$ cat src/rtl/seg_scan_driver.sv
// rtl/seg_scan_driver.sv - multiplexed seven-segment scan driver with frame-boundary double buffering
// Optional: define LEADING_ZERO_BLANK_EN to auto-blank leading zero digits.
module seg_scan_driver #(
  parameter int NUM_DIGITS  = 8,
  parameter int REFRESH_DIV = 100000,
  parameter int GAP_CYCLES  = 4
) (
  input  logic                    clk,
  input  logic                    rst_n,
  input  logic                    load,
  input  logic [4*NUM_DIGITS-1:0] value_in,
  input  logic [NUM_DIGITS-1:0]   dp_in,
  input  logic [NUM_DIGITS-1:0]   blank_in,
  output logic [3:0]              number,
  output logic                    dec_point,
  output logic [NUM_DIGITS-1:0]   anode,
  output logic                    frame_tick,
  output logic                    load_ack
);

  localparam int CNT_MAX = (REFRESH_DIV > GAP_CYCLES) ? REFRESH_DIV : GAP_CYCLES;
  localparam int CNT_W   = (CNT_MAX > 1) ? $clog2(CNT_MAX) : 1;
  localparam int IDX_W   = (NUM_DIGITS > 2) ? $clog2(NUM_DIGITS) : 1;

  localparam logic [CNT_W-1:0] ON_LAST  = CNT_W'(REFRESH_DIV - 1);
  localparam logic [CNT_W-1:0] GAP_LAST = CNT_W'(GAP_CYCLES - 1);
  localparam logic [IDX_W-1:0] IDX_LAST = IDX_W'(NUM_DIGITS - 1);

  typedef enum logic {S_GAP, S_ON} state_t;

  state_t                  state;
  logic [CNT_W-1:0]        cnt;
  logic [IDX_W-1:0]        idx;
  logic                    first;
  logic                    pending;
  logic [4*NUM_DIGITS-1:0] act_value, shd_value;
  logic [NUM_DIGITS-1:0]   act_dp, shd_dp;
  logic [NUM_DIGITS-1:0]   act_blank, shd_blank;

  logic [IDX_W-1:0]        tgt;
  logic                    gap_done;
  logic                    commit;
  logic [4*NUM_DIGITS-1:0] nxt_value;
  logic [NUM_DIGITS-1:0]   nxt_dp;
  logic [NUM_DIGITS-1:0]   nxt_blank;
  logic [NUM_DIGITS-1:0]   eff_blank;
  logic [NUM_DIGITS-1:0]   anode_sel;

  // nxt_* is the content the upcoming digit is drawn from: on a commit it is the
  // newly committed frame, so digit 0 already shows it in the first ON cycle.
  always_comb begin
    tgt       = (first || idx == IDX_LAST) ? '0 : idx + 1'b1;
    gap_done  = (state == S_GAP) && (cnt == GAP_LAST);
    commit    = gap_done && (tgt == '0) && (pending || load);
    nxt_value = act_value;
    nxt_dp    = act_dp;
    nxt_blank = act_blank;
    if (commit) begin
      nxt_value = load ? value_in : shd_value;
      nxt_dp    = load ? dp_in    : shd_dp;
      nxt_blank = load ? blank_in : shd_blank;
    end
  end

`ifdef LEADING_ZERO_BLANK_EN
  logic zero_run;
`endif

  always_comb begin
    eff_blank = nxt_blank;
`ifdef LEADING_ZERO_BLANK_EN
    zero_run = 1'b1;
    for (int i = NUM_DIGITS - 1; i > 0; i--) begin
      zero_run     = zero_run && (nxt_value[4*i +: 4] == 4'h0) && !nxt_dp[i];
      eff_blank[i] = eff_blank[i] | zero_run;
    end
`endif
    anode_sel = '1;
    if (!eff_blank[tgt]) anode_sel[tgt] = 1'b0;
  end

  always_ff @(posedge clk or negedge rst_n) begin
    if (!rst_n) begin
      state      <= S_GAP;
      cnt        <= '0;
      idx        <= '0;
      first      <= 1'b1;
      pending    <= 1'b0;
      act_value  <= '0;
      act_dp     <= '0;
      act_blank  <= '1;
      shd_value  <= '0;
      shd_dp     <= '0;
      shd_blank  <= '0;
      number     <= 4'h0;
      dec_point  <= 1'b0;
      anode      <= '1;
      frame_tick <= 1'b0;
      load_ack   <= 1'b0;
    end else begin
      frame_tick <= 1'b0;
      load_ack   <= 1'b0;
      if (load) begin
        shd_value <= value_in;
        shd_dp    <= dp_in;
        shd_blank <= blank_in;
        pending   <= 1'b1;
      end
      if (commit) begin
        act_value <= nxt_value;
        act_dp    <= nxt_dp;
        act_blank <= nxt_blank;
        pending   <= 1'b0;
        load_ack  <= 1'b1;
      end
      case (state)
        S_GAP: begin
          if (gap_done) begin
            state      <= S_ON;
            cnt        <= '0;
            idx        <= tgt;
            first      <= 1'b0;
            anode      <= anode_sel;
            number     <= nxt_value[4*tgt +: 4];
            dec_point  <= nxt_dp[tgt];
            frame_tick <= (tgt == '0);
          end else begin
            cnt <= cnt + 1'b1;
          end
        end
        S_ON: begin
          if (cnt == ON_LAST) begin
            state <= S_GAP;
            cnt   <= '0;
            anode <= '1;
          end else begin
            cnt <= cnt + 1'b1;
          end
        end
      endcase
    end
  end

endmodule

$ cat config.mk
export PLATFORM = sky130hd
export DESIGN_NAME = seg_scan_driver
export DESIGN_NICKNAME = d
export VERILOG_FILES = /design/src/rtl/seg_scan_driver.sv
export SDC_FILE = /design/constraint.sdc
export NUM_CORES = 1
export LEC_CHECK = 0
export CORE_MARGIN = 3
export CORE_UTILIZATION = 30
export CTS_CLUSTER_DIAMETER = 150
export DETAILED_ROUTE_END_ITERATION = 6
export GPL_TIMING_DRIVEN = 0
export MAX_ROUTING_LAYER = met4
export PLACE_DENSITY = 0.56
export RECOVER_POWER = 100
export SYNTH_ARGS = -nofsm -noshare
export SYNTH_HDL_FRONTEND = slang
export SYNTH_SLANG_ARGS = --single-unit
$ cat constraint.sdc
create_clock -name clk -period 3.7 [get_ports clk]
set_input_delay 0.74 -clock clk [delete_from_list [all_inputs] [get_ports clk]]
set_output_delay 0.74 -clock clk [all_outputs]
set_load 0.01 [all_outputs]
Yosys cells after proc, flatten, opt, wreduce, memory -nomap -nowiden:

Index checks and enable logic that the tools add are counted.

* input port bits: 51
* logic and storage cells: 66
* output and inout port bits: 15
* register bits: 134

* reduce and logical (&&, ||, !) cells: 10
* equal/unequal tests: 5
* shift operators: 1
* bitwise gates (word level): 2
* $add $sub $neg: 2
* order comparisons: 2
* muxes and demuxes: 28

Operators with widths (count)
* two-way mux 32 bit: 2
* two-way mux 8 bit: 7
* two-way mux 17 bit: 2
* one-hot mux 17 bit (2 select lines): 1
* variable part select 32 x 6 -> 4 bit: 1
* adder 17 x 1 -> 17 bit (second input constant): 1
* equality test 17 bit (second input constant): 1
* equality test 17 x 2 -> 1 bit (second input constant): 1
* one-hot mux 8 bit (2 select lines): 1
* two-way mux 1 bit: 10
* inverter 8 bit: 1
* binary-select mux 1 bit (select 3 bit): 2
* logical AND 1 bit: 4
* less-than comparator 3 x 4 -> 1 bit (second input constant): 1
* AND reduction 2 bit: 2
* adder 3 x 1 -> 3 bit (second input constant): 1
* demux 1 bit (select 3 bit): 1
* equality test 3 bit (second input constant): 1
* greater-or-equal comparator 3 x 1 -> 1 bit (second input constant): 1
* zero test 3 bit: 1
* two-way mux 3 bit: 1
* logical OR 1 bit: 2
* != test 2 x 1 -> 1 bit (second input constant): 1
* != test 2 bit (second input constant): 1
* 3 further kinds: 3

Depth between registers and ports, before layout:

* word-level depth: 12
* mapped depth: 11
* depth with buffers taken out: 8

Worst setup path before layout:

No wires, ideal clock.

* path type: register -> register
* from: register idx[0]
* to: register number[3]
* data arrival time: 2.671 ns
* data required time: 3.558 ns
* stages on the path, launching flop included: 12
* path slack: 0.888 ns
* buffers on the path: 3
* period minus slack after synthesis: 2.812 ns
* library setup time: 0.142 ns
* cells stage by stage: dfrtp_1 -> ha_1 -> ha_1 -> clkbuf_1 -> nor2_1 -> a21boi_1 -> or4_1 -> buf_2 -> buf_6 -> mux2_4 -> a211oi_1 -> a31oi_1

* longest elaborated chain between the ends: 8
* elaborated cells between the ends (all ways): 9
* classes of those cells: 1 x add/sub; 1 x eq/ne; 1 x shift; 2 x mux; 4 x reduce/logical

RTL lines
* start, declared: RTL line 33 `logic [IDX_W-1:0] idx;`
* start signal, assigned: RTL line 121 `idx <= tgt;`
* parallel branches: the longest is 2 deep, another holds adder 3 x 1 -> 3 bit
* two-way mux 3 bit *: RTL line 52 `tgt = (first || idx == IDX_LAST) ? '0 : idx + 1'b1;`
* zero test 3 bit: RTL line 54 `commit = gap_done && (tgt == '0) && (pending || load);`
* logical AND 1 bit (2 in series): RTL line 54
* two-way mux 32 bit: RTL line 58 `if (commit) begin`
* variable part select 32 x 6 -> 4 bit *: RTL line 124 `number <= nxt_value[4*tgt +: 4];`
* end signal, assigned: RTL line 124
* end, declared: RTL line 14 `output logic [3:0] number,`

Mark *: on every way between the ends.
A chain may end at the register's enable or synchronous reset.

Worst setup path in the final report:

Ends and elaborated chain as after synthesis.

==> results.toml <==
[sta]
rsz0062_at_grt = "no"
final.setup.worst_slack_ns = 0.511
slew-limit-headroom = -0.133
worst_slew_pin_slew_ns = 1.70
setup_viol = 0
period_needed_ns = 3.19
max_freq_mhz = 314
final_max_slew_viol_count = 67
finalHoldViolCount = 0
finalClockSkew_ns = 0.0109
final.period_utilization = 0.862

[die]
die_area_um2 = 20500
coreArea_um2 = 18200
rows = 49
initial_utilization = 0.311
io_pins = 66
die_height_um = 143
fp.dieW_um = 143

[finish]
final_cell_mix = "nand2_1, dfrtp_1, clkdlybuf4s50_1, mux2_1, nor2_1"
n_fill_cell = 1729
seq_area_um2 = 3370
drive_gt1_frac = 0.0928
final_common_cell = "nand2_1"
final_area_um2 = 7230
final_cell_count_no_fill = 854
final_core_util = 0.397
multi_input_area_um2 = 2140
n_antenna_cell = 0
syn_to_final_growth_pct = 27.9
fin_nets = 666

[hold_path]
holdPathEnd = "act_blank[7]$_DFFE_PN1N_"
worstHoldPathCells = 2
hold_path_class = "reg -> reg"
hp-start = "act_blank[7]$_DFFE_PN1N_"

[detailed_routing]
wl_met3_um = 755
drc = 0
num_vias = 4117
met1_length_mm = 6.31
topRoutingLayerUsed = "met4"
wl_met2_mm = 6.27
ant_nets = 0
firstDrtPassIters = 4
routed_via_density = 4.82
routedWlPerCell_um = 16.0
wirelength_mm = 13.6
drtIter0Drc = 271

[global_route]
antenna_found_initial = 0
grt_use_total = 0.148
grt_pass1_vias = 4343
grt_pass1_wl_mm = 22.7
grt_max_degree = 69
overflow = 0

[power_and_ir_drop]
ir_worst_vdd_mv = 0.310
power_density_nw_per_um2 = 490
leakagePower_uw = 0.00323

[logic_synthesis]
yosysSeqAreaShare = 0.597
ys.flop_type = "dfrtp_1"
avgSynthCellArea_um2 = 10.7
synth-seq-cells = 134
synth_nets = 580
synth_warnings = 0
synth.distinct_cells = 46
syn_area_um2 = 5650
async_reset_ff_frac = 1.00
syn_inst = 526
synth_edf_count = 0

[setup_path]
r2r-start = "idx[0]$_DFFE_PN0P_"
cp.arrival_ns = 3.46
crit_required_ns = 3.97
worstSetupPathType = "reg -> reg"
reg2reg_slack_ns = 0.51
rr_worst_depth = 11
cp-end-kind = "flop"
worstReg2RegEnd = "number[3]$_DFFE_PN0P_"
cp-start-kind = "flop"
crit_fanout = 10

[flow_run]
max_cap_viol_count = 1

[cts]
numCtsBuffers = 17
htreeDepth = 4
holdBufCountCts = 0
cts_sinks = 134
cts_tree = "done"
cts_setup_buffers = 0
insertion_delay_ns = 0.42
cts_root_buf = "clkbuf_16"
cts.repair.resized = 0
clk_pin_slew_ns = 0.06
clockBufferDepth = 2

[place]
placed_cells = 822
gp_congestion = 0.840
portBuffers = 65
hpwl_mm = 10.0
placed_area_um2 = 6630
pre_cts_slack_ns = 0.0815

[status]
status = "finished with violations"
violations = "max-capacitance violations, max-slew violations"
-- metal layers --
layer / track usage / up-vias
met5: - / -
met4: 0.0659 / 0
met3: 0.0285 / 23
met2: 0.220 / 107
met1: 0.197 / 2036
li1: - / 1951
-- state kept, by name, indices dropped and copies added (netlist names) --
signal	count
pending	1
act_dp	8
frame_tick	1
number	4
shd_dp	8
dec_point	1
load_ack	1
act_blank	8
act_value	32
cnt	17
shd_value	32
anode	8
first	1
shd_blank	8
idx	3
state	1
-- critical path, stage by stage (launching register included) --
cell      delay (ns)
dfrtp_1         0.43
ha_1            0.22
ha_1            0.26
clkbuf_1        0.31
nor2_1          0.13
a21boi_2        0.46
or4_1           0.18
buf_2           0.16
buf_6           0.16
mux2_1          0.37
a211oi_1        0.24
a31oi_1         0.11
-- per-stage QoR --
| step | total power [uW] | hold WS (ns) | TNS, ns |
|---|---|---|---|
| global placement | 1810 | 0.439 | -402.05 |
| finish | 3540 | 0.449 | 0 |
| detailed placement | 1820 | 0.443 | 0 |
| CTS | 3600 | 0.328 | 0 |
| floorplan | 1690 | 0.432 | 0 |
| global route | 3670 | 0.465 | 0 |
-- layout make-up --
cell class | instances | area share
Timing Repair Buffer | 67 | 0.0936
Sequential cell | 134 | 0.467
Tap cell | 229 | 0.0396
Clock buffer | 23 | 0.0647
Clock inverter | 9 | 0.0206
Inverter | 8 | 0.00415
Buffer | 27 | 0.0152
Multi-Input combinational cell | 357 | 0.295
-- cells in the mapped netlist (all sizes together) (4+ instances only) --
library cell | number | area share
nand2 | 149 | 0.099
dfrtp | 117 | 0.52
mux2 | 50 | 0.10
nor2 | 37 | 0.025
clkbuf | 23 | 0.015
dfstp | 17 | 0.079
a21oi | 9 | 0.0080
o21ai | 9 | 0.0080
inv | 8 | 0.0053
mux2i | 7 | 0.012
nand3 | 7 | 0.0062
nor3 | 7 | 0.0062
xnor2 | 7 | 0.011
xor2 | 7 | 0.011
nand4 | 6 | 0.0066
nor2b | 6 | 0.0066
nor4 | 5 | 0.0055
a31oi | 4 | 0.0044
and3 | 4 | 0.0044
buf | 4 | 0.0042
o21a | 4 | 0.0053
-- worst max path at each step --
stage                                   from                        to
after global placement                 rst_n         cnt[12]$_DFF_PN0_
after floorplan           idx[0]$_DFFE_PN0P_     number[3]$_DFFE_PN0P_
after CTS                 idx[0]$_DFFE_PN0P_     number[3]$_DFFE_PN0P_
after detailed placement                load  act_value[4]$_DFFE_PN0N_
after global routing      idx[0]$_DFFE_PN0P_     number[0]$_DFFE_PN0P_
final                     idx[0]$_DFFE_PN0P_     number[3]$_DFFE_PN0P_
-- power by group --
part	total, uW	switching (uW)	internal (uW)
clock network	1770	610	1160
logic	203	99.7	104
registers	1570	25.9	1550
total	3540	735	2810
-- cell families after synthesis --
group / share of synthesized area
muxes: 0.113
buffers and inverters: 0.0248
adders and majority gates: 0.00664
xor gates and xnor gates: 0.0217
and+or+nand+nor: 0.175
DFF: 0.597
AOI/OAI and AO/OA: 0.0617
Power figures use the tool's default switching activity.
